`config.mk`:
```
export PLATFORM = sky130hd
export DESIGN_NAME = data_mem_arbiter
export DESIGN_NICKNAME = d
export VERILOG_FILES = /design/src/rtl/data_mem_arbiter.sv
export SDC_FILE = /design/constraint.sdc
export NUM_CORES = 1
export LEC_CHECK = 0
export CELL_PAD_IN_SITES_DETAIL_PLACEMENT = 0
export CELL_PAD_IN_SITES_GLOBAL_PLACEMENT = 1
export CORE_AREA = 3 3 198 200
export DETAILED_ROUTE_END_ITERATION = 7
export DIE_AREA = 0 0 201 203
export GPL_TIMING_DRIVEN = 0
export MAX_ROUTING_LAYER = met4
export PLACE_DENSITY_LB_ADDON = 0.08
export SYNTH_ARGS = -nofsm -noshare
export SYNTH_HDL_FRONTEND = slang
export SYNTH_SLANG_ARGS = --single-unit
```
`constraint.sdc`:
```
create_clock -name clk -period 3.5 [get_ports clk]
set_input_delay 0.525 -clock clk [delete_from_list [all_inputs] [get_ports clk]]
set_output_delay 0.525 -clock clk [all_outputs]
set_load 0.005 [all_outputs]
```
`src/rtl/data_mem_arbiter.sv`:
```
// data_mem_arbiter: shares one external data-memory port (one read channel,
// one write channel) among NUM_CORES core data accessors. One transaction is
// in flight at a time. Cores are granted in round-robin order, and a read
// beats a write from the same core.
// Optional build macro ARB_FIXED_PRIORITY_EN: removes the round-robin pointer
// so the scan always starts at core 0 (lowest index wins).
module data_mem_arbiter #(
  parameter int NUM_CORES = 4,
  parameter int ADDR_BITS = 8,
  parameter int DATA_BITS = 8,
  parameter int READ_NUM  = 4
) (
  input  logic                                    clk,
  input  logic                                    reset,
  input  logic [NUM_CORES-1:0]                    core_read_valid,
  input  logic [NUM_CORES*ADDR_BITS-1:0]          core_read_address,
  output logic [NUM_CORES-1:0]                    core_read_ready,
  output logic [NUM_CORES*READ_NUM*DATA_BITS-1:0] core_read_data,
  input  logic [NUM_CORES-1:0]                    core_write_valid,
  input  logic [NUM_CORES*ADDR_BITS-1:0]          core_write_address,
  input  logic [NUM_CORES*DATA_BITS-1:0]          core_write_data,
  output logic [NUM_CORES-1:0]                    core_write_ready,
  output logic                                    mem_read_valid,
  output logic [ADDR_BITS-1:0]                    mem_read_address,
  input  logic                                    mem_read_ready,
  input  logic [READ_NUM*DATA_BITS-1:0]           mem_read_data,
  output logic                                    mem_write_valid,
  output logic [ADDR_BITS-1:0]                    mem_write_address,
  output logic [DATA_BITS-1:0]                    mem_write_data,
  input  logic                                    mem_write_ready
);

  localparam int GNT_BITS  = (NUM_CORES > 1) ? $clog2(NUM_CORES) : 1;
  localparam int LINE_BITS = READ_NUM * DATA_BITS;

  typedef enum logic [1:0] {
    IDLE       = 2'd0,
    READ_WAIT  = 2'd1,
    WRITE_WAIT = 2'd2,
    RELAY      = 2'd3
  } state_t;

  state_t                           state_q, state_d;
  logic [GNT_BITS-1:0]              gnt_q, gnt_d;
  logic                             is_read_q, is_read_d;
  logic                             mem_read_valid_q, mem_read_valid_d;
  logic                             mem_write_valid_q, mem_write_valid_d;
  logic [ADDR_BITS-1:0]             mem_read_address_q, mem_read_address_d;
  logic [ADDR_BITS-1:0]             mem_write_address_q, mem_write_address_d;
  logic [DATA_BITS-1:0]             mem_write_data_q, mem_write_data_d;
  logic [NUM_CORES-1:0]             core_read_ready_q, core_read_ready_d;
  logic [NUM_CORES-1:0]             core_write_ready_q, core_write_ready_d;
  logic [NUM_CORES*LINE_BITS-1:0]   core_read_data_q, core_read_data_d;
`ifndef ARB_FIXED_PRIORITY_EN
  logic [GNT_BITS-1:0]              rr_ptr_q, rr_ptr_d;
`endif

  // Result of the request scan
  logic                 req_found;
  logic [GNT_BITS-1:0]  req_idx;
  logic                 req_is_read;
  logic [ADDR_BITS-1:0] req_addr;
  logic [DATA_BITS-1:0] req_wdata;
  logic                 gnt_valid;
  int                   scan_start;
  int                   scan_idx;

  // Find the first requesting core starting at the scan origin, wrapping around
  always_comb begin
    req_found   = 1'b0;
    req_idx     = '0;
    req_is_read = 1'b0;
    req_addr    = '0;
    req_wdata   = '0;
    scan_idx    = 0;
`ifdef ARB_FIXED_PRIORITY_EN
    scan_start  = 0;
`else
    scan_start  = int'(rr_ptr_q);
`endif
    for (int k = 0; k < NUM_CORES; k++) begin
      scan_idx = scan_start + k;
      if (scan_idx >= NUM_CORES) scan_idx = scan_idx - NUM_CORES;
      for (int i = 0; i < NUM_CORES; i++) begin
        if (!req_found && (i == scan_idx) && (core_read_valid[i] || core_write_valid[i])) begin
          req_found   = 1'b1;
          req_idx     = GNT_BITS'(i);
          req_is_read = core_read_valid[i];
          req_addr    = core_read_valid[i] ? core_read_address[i*ADDR_BITS +: ADDR_BITS]
                                           : core_write_address[i*ADDR_BITS +: ADDR_BITS];
          req_wdata   = core_write_data[i*DATA_BITS +: DATA_BITS];
        end
      end
    end
  end

  // Current level of the granted core's valid for the transaction kind in flight
  always_comb begin
    gnt_valid = 1'b0;
    for (int i = 0; i < NUM_CORES; i++) begin
      if (gnt_q == GNT_BITS'(i)) begin
        gnt_valid = is_read_q ? core_read_valid[i] : core_write_valid[i];
      end
    end
  end

  // Next-state and registered-output logic of the arbitration FSM
  always_comb begin
    state_d             = state_q;
    gnt_d               = gnt_q;
    is_read_d           = is_read_q;
    mem_read_valid_d    = mem_read_valid_q;
    mem_write_valid_d   = mem_write_valid_q;
    mem_read_address_d  = mem_read_address_q;
    mem_write_address_d = mem_write_address_q;
    mem_write_data_d    = mem_write_data_q;
    core_read_ready_d   = core_read_ready_q;
    core_write_ready_d  = core_write_ready_q;
    core_read_data_d    = core_read_data_q;
`ifndef ARB_FIXED_PRIORITY_EN
    rr_ptr_d            = rr_ptr_q;
`endif
    case (state_q)
      IDLE: begin
        if (req_found) begin
          gnt_d     = req_idx;
          is_read_d = req_is_read;
          if (req_is_read) begin
            mem_read_valid_d   = 1'b1;
            mem_read_address_d = req_addr;
            state_d            = READ_WAIT;
          end else begin
            mem_write_valid_d   = 1'b1;
            mem_write_address_d = req_addr;
            mem_write_data_d    = req_wdata;
            state_d             = WRITE_WAIT;
          end
        end
      end
      READ_WAIT: begin
        if (mem_read_ready) begin
          mem_read_valid_d = 1'b0;
          for (int i = 0; i < NUM_CORES; i++) begin
            if (gnt_q == GNT_BITS'(i)) begin
              core_read_data_d[i*LINE_BITS +: LINE_BITS] = mem_read_data;
              core_read_ready_d[i] = 1'b1;
            end
          end
          state_d = RELAY;
        end
      end
      WRITE_WAIT: begin
        if (mem_write_ready) begin
          mem_write_valid_d = 1'b0;
          for (int i = 0; i < NUM_CORES; i++) begin
            if (gnt_q == GNT_BITS'(i)) core_write_ready_d[i] = 1'b1;
          end
          state_d = RELAY;
        end
      end
      RELAY: begin
        if (!gnt_valid) begin
          core_read_ready_d  = '0;
          core_write_ready_d = '0;
`ifndef ARB_FIXED_PRIORITY_EN
          rr_ptr_d = (gnt_q == GNT_BITS'(NUM_CORES - 1)) ? '0 : gnt_q + 1'b1;
`endif
          state_d = IDLE;
        end
      end
      default: state_d = IDLE;
    endcase
  end

  // State and output registers, cleared by the asynchronous active-low reset
  always_ff @(posedge clk or negedge reset) begin
    if (!reset) begin
      state_q             <= IDLE;
      gnt_q               <= '0;
      is_read_q           <= 1'b0;
      mem_read_valid_q    <= 1'b0;
      mem_write_valid_q   <= 1'b0;
      mem_read_address_q  <= '0;
      mem_write_address_q <= '0;
      mem_write_data_q    <= '0;
      core_read_ready_q   <= '0;
      core_write_ready_q  <= '0;
      core_read_data_q    <= '0;
`ifndef ARB_FIXED_PRIORITY_EN
      rr_ptr_q            <= '0;
`endif
    end else begin
      state_q             <= state_d;
      gnt_q               <= gnt_d;
      is_read_q           <= is_read_d;
      mem_read_valid_q    <= mem_read_valid_d;
      mem_write_valid_q   <= mem_write_valid_d;
      mem_read_address_q  <= mem_read_address_d;
      mem_write_address_q <= mem_write_address_d;
      mem_write_data_q    <= mem_write_data_d;
      core_read_ready_q   <= core_read_ready_d;
      core_write_ready_q  <= core_write_ready_d;
      core_read_data_q    <= core_read_data_d;
`ifndef ARB_FIXED_PRIORITY_EN
      rr_ptr_q            <= rr_ptr_d;
`endif
    end
  end

  assign mem_read_valid    = mem_read_valid_q;
  assign mem_read_address  = mem_read_address_q;
  assign mem_write_valid   = mem_write_valid_q;
  assign mem_write_address = mem_write_address_q;
  assign mem_write_data    = mem_write_data_q;
  assign core_read_ready   = core_read_ready_q;
  assign core_write_ready  = core_write_ready_q;
  assign core_read_data    = core_read_data_q;

endmodule

```
==> impl_metrics.toml, run 1 <==
[clock_network]
cts_inserted_buffers = 17
cts_tree = "yes"
path_clk_slew_ps = 70
cell_at_the_root_of_the_clock_tree = "sky130_fd_sc_hd__clkbuf_16"
worstSkewPairLatency_ps = 440
numClockSinks = 169
cts-htree-levels = 4
clock_path_buffers = 2
cts_post_setup_buffers_inserted = 0

[floorplanning]
fp.coreArea_sq_um = 37600
die_area_sq_um = 40800
x_dimension_of_the_die_um = 201
die_h_um = 203
ios = 302
rows = 71
start_util_pct = 25.0

[cells_and_area]
final_instance_area_sq_um = 13700
layout_area_growth_over_synthesis_pct = 46.5
finalNetCount = 1327
count_of_placed_standard_cells_in_the_final_layout_fillers_left_out = 1704
layout-drive-gt1-share_pct = 20.7

[sta]
final.hold.worst_slack_ps = 125
finalClockSkew_ps = 15.7
hold_viol_final = 0
setup_viol_count_final = 0
worst_pin_slew_ps = 873
normalized_max_slew_margin_pct = 41.2
totalNegativeSetupSlack_ps = 0
period_minus_slack_ps = 3340
layout_worst_path_cycle_share_pct = 95.5
achievable-frequency_mhz = 299
rsz0062_at_grt = "true"
drv_slew = 0

[yosys]
netlist-cell-type-count = 71
postSynthAreaPerCell_sq_um = 10.9
ys_warn_count = 0
edff_count_synth = 0
synth_nets = 1012
synthMostInstantiatedCell = "sky130_fd_sc_hd__dfrtp_1"
synth.top_cell.area_share_pct = 45.1
dominantRegCellSynth = "sky130_fd_sc_hd__dfrtp_1"
syn-cell-area_sq_um = 9380
synth_sequential_area_ratio_pct = 45.1
flops_latches_synth = 169
synth_largest_area_cell = "sky130_fd_sc_hd__dfrtp_1"
count_of_mapped_cells_out_of_synthesis = 864
synthTopCellsByArea = "sky130_fd_sc_hd__dfrtp_1 (45%), sky130_fd_sc_hd__mux2_2 (18%), sky130_fd_sc_hd__o21ai_0 (3.0%)"
async_flop_share_pct = 100
most_frequent_cells_after_synthesis = "sky130_fd_sc_hd__dfrtp_1 (169), sky130_fd_sc_hd__mux2_2 (148), sky130_fd_sc_hd__o21ai_0 (56)"

[place]
gp_weighted_congestion = 0.885
area_after_detailed_placement_sq_um = 13000
hpwl_mm = 29.0
place.port_buffers = 296
place_inst = 1672

[routing]
routed_wire_length_mm = 38.7
ant_nets = 0
drt-initial-drc-count = 533
post-route-drc-count = 0
final_routed_wire_length_divided_by_cell_count_um = 22.7
drt_via_density = 5.03
firstDrtPassIters = 5
detailroute.via_count = 8578

[power]
design_power_total_w = 0.0109
power_per_cell_area_nw_per_um2 = 792
power.leakage_nw = 5.55
peakVddDrop_uv = 374

[critical_path]
path_buf_inv = 2
timing.critical_path.required_ps = 3870
timing.rr.start = "rr_ptr_q[1]"
cpLargestDelayFamily = "simple AND/OR/NAND/NOR gates"
slowest_delay_ps = 650
crit_slowest_cell = "sky130_fd_sc_hd__or4_1"
startpoint_type = "primary input"
critical_path_depth = 9
worst-setup-path-type = "in -> reg"
ff2ff_path_depth = 9
regToRegSetupSlack_ps = 320
r2r_end = "mem_write_address[7]"
cp-end-kind = "flip-flop"
worstPathCellList = "clkdlybuf4s50_1 > clkbuf_1 > or4_1 > nor3_2 > nor2_1 > o211ai_1 > a211oi_1 > nor3_1 > mux2_4"
timing.critical_path.arrival_ps = 3720
worst_setup_path_startpoint = "core_write_valid[0]"
critical_path.max_fanout = 10
crit_path_end = "mem_write_address[4]"

[grt]
global_route_wire_length_before_repair_mm = 58.3
grt_pass1_vias = 8836
grt_usage_pct = 19.3
overflow = 0
grt_antenna_before_repair = 1
maximum_number_of_pins_on_one_net_before_global_route_repair = 93

[run_status]
run_status = "finished clean"

[run]
max_cap_violations = 0

[min_path]
worstHoldPathType = "in -> async"
cell type report:
type                    instances  area (sq um)
inverters                      16          60.1
clock inverters                14           184
multi-input cells             621          4920
diodes                          1          2.50
well taps                     511           639
flip-flops and latches        169          4230
fillers                      3805         23800
repair buffers                297          3000
clock buffers                  18           439
plain buffers                  57           274
kinds of logic (layout without fill, tap and decap cells):
kind of cell / after synthesis / count (layout) / share of synthesized area (%)
other cells: 0 / 1 / 0
simple gates: 179 / 179 / 10.2
buf+inv: 74 / 402 / 3.53
compound gates: 248 / 248 / 17.6
fa+ha+maj: 8 / 8 / 1.07
flops: 169 / 169 / 45.1
mux: 186 / 186 / 22.6
routing by layer:
| metal | track usage (%) | share of wire, % |
|---|---|---|
| met1 | 26.6 | 47 |
| met2 | 28.0 | 45 |
| met3 | 5.37 | 7.2 |
| met4 | 4.57 | 1.4 |
| met5 | - | 0 |
what timing repair did:
action                                  in CTS  in global routing
hold buffers                                 0                  0
endpoints found under the setup margin      14                 16
endpoints found under the hold margin        0                  0
gates resized for setup                     12                 14
stage by stage:
step,setup WS [ps],util [%]
after detailed placement,-735,34.6
final,156,36.6
after CTS,20.4,36.4
after global placement,-5880,34.6
after floorplan,671,-
after global routing,-24.6,36.6
state kept, by name, indices dropped and copies added, names as in the netlist:
name,flops
mem_read_address,8
state_q,2
mem_write_address,8
mem_write_valid,1
mem_read_valid,1
core_read_ready,4
core_read_data,128
core_write_ready,4
is_read_q,1
gnt_q,2
rr_ptr_q,2
mem_write_data,8
worst min path at each step:
stage / from / to / slack, ps
4_1_cts: reset / mem_write_data[0] / 140
5_1_grt: reset / mem_write_address[6] / 140
3_5_place_dp: mem_read_address[7] / mem_read_address[7] / 480
3_3_place_gp: mem_read_address[7] / mem_read_address[7] / 470
6_report: reset / mem_write_data[0] / 120
2_1_floorplan: reset / core_read_data[0] / 230
report_power, final:
part | total [W] | switching, W | internal [W]
Combinational | 0.00545 | 0.00235 | 0.00310
Clock | 0.00203 | 0.000867 | 0.00116
Sequential | 0.00341 | 0.000511 | 0.00290
cell usage in the layout, fill, tap and decap left out, types with 5 or more instances in the layout:
cell / count
sky130_fd_sc_hd__a211oi_1: 8
sky130_fd_sc_hd__o211ai_1: 21
sky130_fd_sc_hd__a22o_1: 5
sky130_fd_sc_hd__nor2b_1: 6
sky130_fd_sc_hd__nand3b_1: 6
sky130_fd_sc_hd__a22oi_1: 22
sky130_fd_sc_hd__or2_2: 6
sky130_fd_sc_hd__a31oi_1: 13
sky130_fd_sc_hd__mux2_1: 5
sky130_fd_sc_hd__nor3_1: 11
sky130_fd_sc_hd__ha_1: 8
sky130_fd_sc_hd__o22ai_1: 29
sky130_fd_sc_hd__inv_6: 6
sky130_fd_sc_hd__inv_1: 15
sky130_fd_sc_hd__o21ai_0: 56
sky130_fd_sc_hd__nor3_2: 6
sky130_fd_sc_hd__mux2i_1: 22
sky130_fd_sc_hd__clkbuf_1: 24
sky130_fd_sc_hd__nand2_1: 38
sky130_fd_sc_hd__nand2b_1: 7
sky130_fd_sc_hd__nor2_1: 35
sky130_fd_sc_hd__mux2_2: 148
sky130_fd_sc_hd__nand4_1: 9
sky130_fd_sc_hd__clkbuf_16: 17
sky130_fd_sc_hd__clkdlybuf4s50_1: 295
sky130_fd_sc_hd__mux2_4: 10
sky130_fd_sc_hd__a21oi_1: 34
sky130_fd_sc_hd__nand3_1: 25
sky130_fd_sc_hd__a221oi_1: 7
sky130_fd_sc_hd__buf_2: 13
sky130_fd_sc_hd__dfrtp_1: 169
sky130_fd_sc_hd__buf_1: 11
(Power assumes the default switching activity.)
==> run 2: changes to the inputs <==
TNS_END_PERCENT = 20   (was unset)
==> run 2 against run 1 <==
Clock power about the same. Final area about the same. Worst hold slack gained 1.6 ps. Critical path type unchanged. Highest routed layer unchanged.
==> impl_metrics.toml, run 2 (synthesis results as in run 1) <==
[sta]
achievable-frequency_mhz = 296
rsz0062_at_grt = "true"
worst_pin_slew_ps = 877
hold_viol_final = 0
period_minus_slack_ps = 3370
drv_slew = 0
layout_worst_path_cycle_share_pct = 96.4
normalized_max_slew_margin_pct = 40.9
finalClockSkew_ps = 15.0
setup_viol_count_final = 0

[routing]
detailroute.wirelength.met3_mm = 2.70
met1Wirelength_mm = 18.3
ant_nets = 0
met2WireLength_mm = 17.2
post-route-drc-count = 0
firstDrtPassIters = 5
routed_wire_length_mm = 38.7
detailroute.via_count = 8572
final_routed_wire_length_divided_by_cell_count_um = 22.7
dr.max_layer_used = "met4"
drt-initial-drc-count = 545
drt_via_density = 5.03

[floorplanning]
die_area_sq_um = 40800
die_h_um = 203
fp.coreArea_sq_um = 37600
x_dimension_of_the_die_um = 201
rows = 71
start_util_pct = 25.0
ios = 302

[cells_and_area]
layout_area_growth_over_synthesis_pct = 46.4
layout-drive-gt1-share_pct = 20.6
largest_reg_flops = 128
count_of_placed_standard_cells_in_the_final_layout_fillers_left_out = 1704
layout.cells.most_common_list = "sky130_fd_sc_hd__clkdlybuf4s50_1 (295), sky130_fd_sc_hd__dfrtp_1 (169), sky130_fd_sc_hd__mux2_2 (148)"
final_instance_area_sq_um = 13700
layout_commonest_cell = "sky130_fd_sc_hd__clkdlybuf4s50_1"
finalNetCount = 1327

[critical_path]
worst-setup-path-type = "in -> reg"
critical_path.max_fanout = 10
timing.critical_path.arrival_ps = 3690
cp-end-kind = "flip-flop"
startpoint_type = "primary input"
timing.critical_path.required_ps = 3810

[clock_network]
cell_at_the_root_of_the_clock_tree = "sky130_fd_sc_hd__clkbuf_16"
numClockSinks = 169
clock_path_buffers = 2
worstSkewPairLatency_ps = 440
cts_inserted_buffers = 17
cts-htree-levels = 4
cts_tree = "yes"
path_clk_slew_ps = 70

[run]
max_cap_violations = 0

[run_status]
run_status = "finished clean"

[grt]
maximum_number_of_pins_on_one_net_before_global_route_repair = 93
grt_antenna_before_repair = 1
overflow = 0
global_route_wire_length_before_repair_mm = 58.3
grt_usage_pct = 19.3
grt_pass1_vias = 8835

[place]
area_after_detailed_placement_sq_um = 13000
hpwl_mm = 29.0
place_inst = 1672
place.port_buffers = 296
gp_weighted_congestion = 0.885

[min_path]
worstHoldPathType = "in -> async"

[power]
peakVddDrop_uv = 374
power.leakage_nw = 5.54
power_per_cell_area_nw_per_um2 = 793
run 2: cell counts in the layout (fill, tap and decap cells not counted):
No cell type changed its count.
run 2: power breakdown:
group          total (W)  switching, W  internal [W]
clock network    0.00203      0.000869       0.00116
logic            0.00545       0.00236       0.00310
registers        0.00341      0.000511       0.00290
run 2: cell type report:
| cell class | count | area [sq um] |
|---|---|---|
| fill | 3803 | 23800 |
| multi-input combinational | 621 | 4910 |
| sequential | 169 | 4230 |
| timing repair buffer | 297 | 3000 |
| tap | 511 | 639 |
| clock buffer | 18 | 439 |
| buffer | 57 | 273 |
| clock inverter | 14 | 184 |
| inverter | 16 | 60.1 |
| antenna | 1 | 2.50 |
run 2: critical path, stage by stage:
cell                              delay [ps]
sky130_fd_sc_hd__clkdlybuf4s50_1         490
sky130_fd_sc_hd__or2_2                   110
sky130_fd_sc_hd__clkbuf_1                660
sky130_fd_sc_hd__nor4_1                  100
sky130_fd_sc_hd__o311ai_0                410
sky130_fd_sc_hd__o211ai_1                300
sky130_fd_sc_hd__a211oi_2                390
sky130_fd_sc_hd__buf_2                   330
sky130_fd_sc_hd__mux2_1                  350
run 2: layer usage:
layer	up-vias	global-route usage, %
met5	-	-
met4	0	4.57
met3	27	5.37
met2	293	28.0
met1	4335	26.6
li1	3917	-
run 2: through the flow:
step	hold WS, ps	setup slack, ps	setup TNS, ps	power, W	util, %
2_1_floorplan	229	671	0	0.00584	-
3_3_place_gp	472	-5880	-1006800	0.00889	34.6
3_5_place_dp	478	-735	-15070	0.00888	34.6
4_1_cts	145	-3.80	-3.80	0.0110	36.4
5_1_grt	144	-36.8	-106	0.0116	36.5
6_report	127	126	0	0.0109	36.5
run 2: worst paths after layout:
| kind | from | endpoint | slack (ps) | cells past startpoint |
|---|---|---|---|---|
| worst max-delay path | core_read_valid[1] | mem_read_address[5] | 130 | 9 |
| worst min-delay path | reset | mem_write_data[0] | 130 | 1 |
| worst max register to register | rr_ptr_q[1] | mem_write_address[7] | 210 | 9 |
| worst min register to register | mem_read_address[7] | mem_read_address[7] | 490 | 1 |
| max in group asynchronous | reset | core_read_data[72] | 2510 | 2 |
| min in group clk | mem_read_address[7] | mem_read_address[7] | 490 | 1 |
run 2: what timing repair did:
item                                   in CTS  in global routing
hold buffers                                0                  0
gates resized for setup                    11                 12
endpoints found under the hold margin       0                  0
pin swaps                                   0                  0
setup endpoints to repair                  14                 19
setup buffers                               0                  0
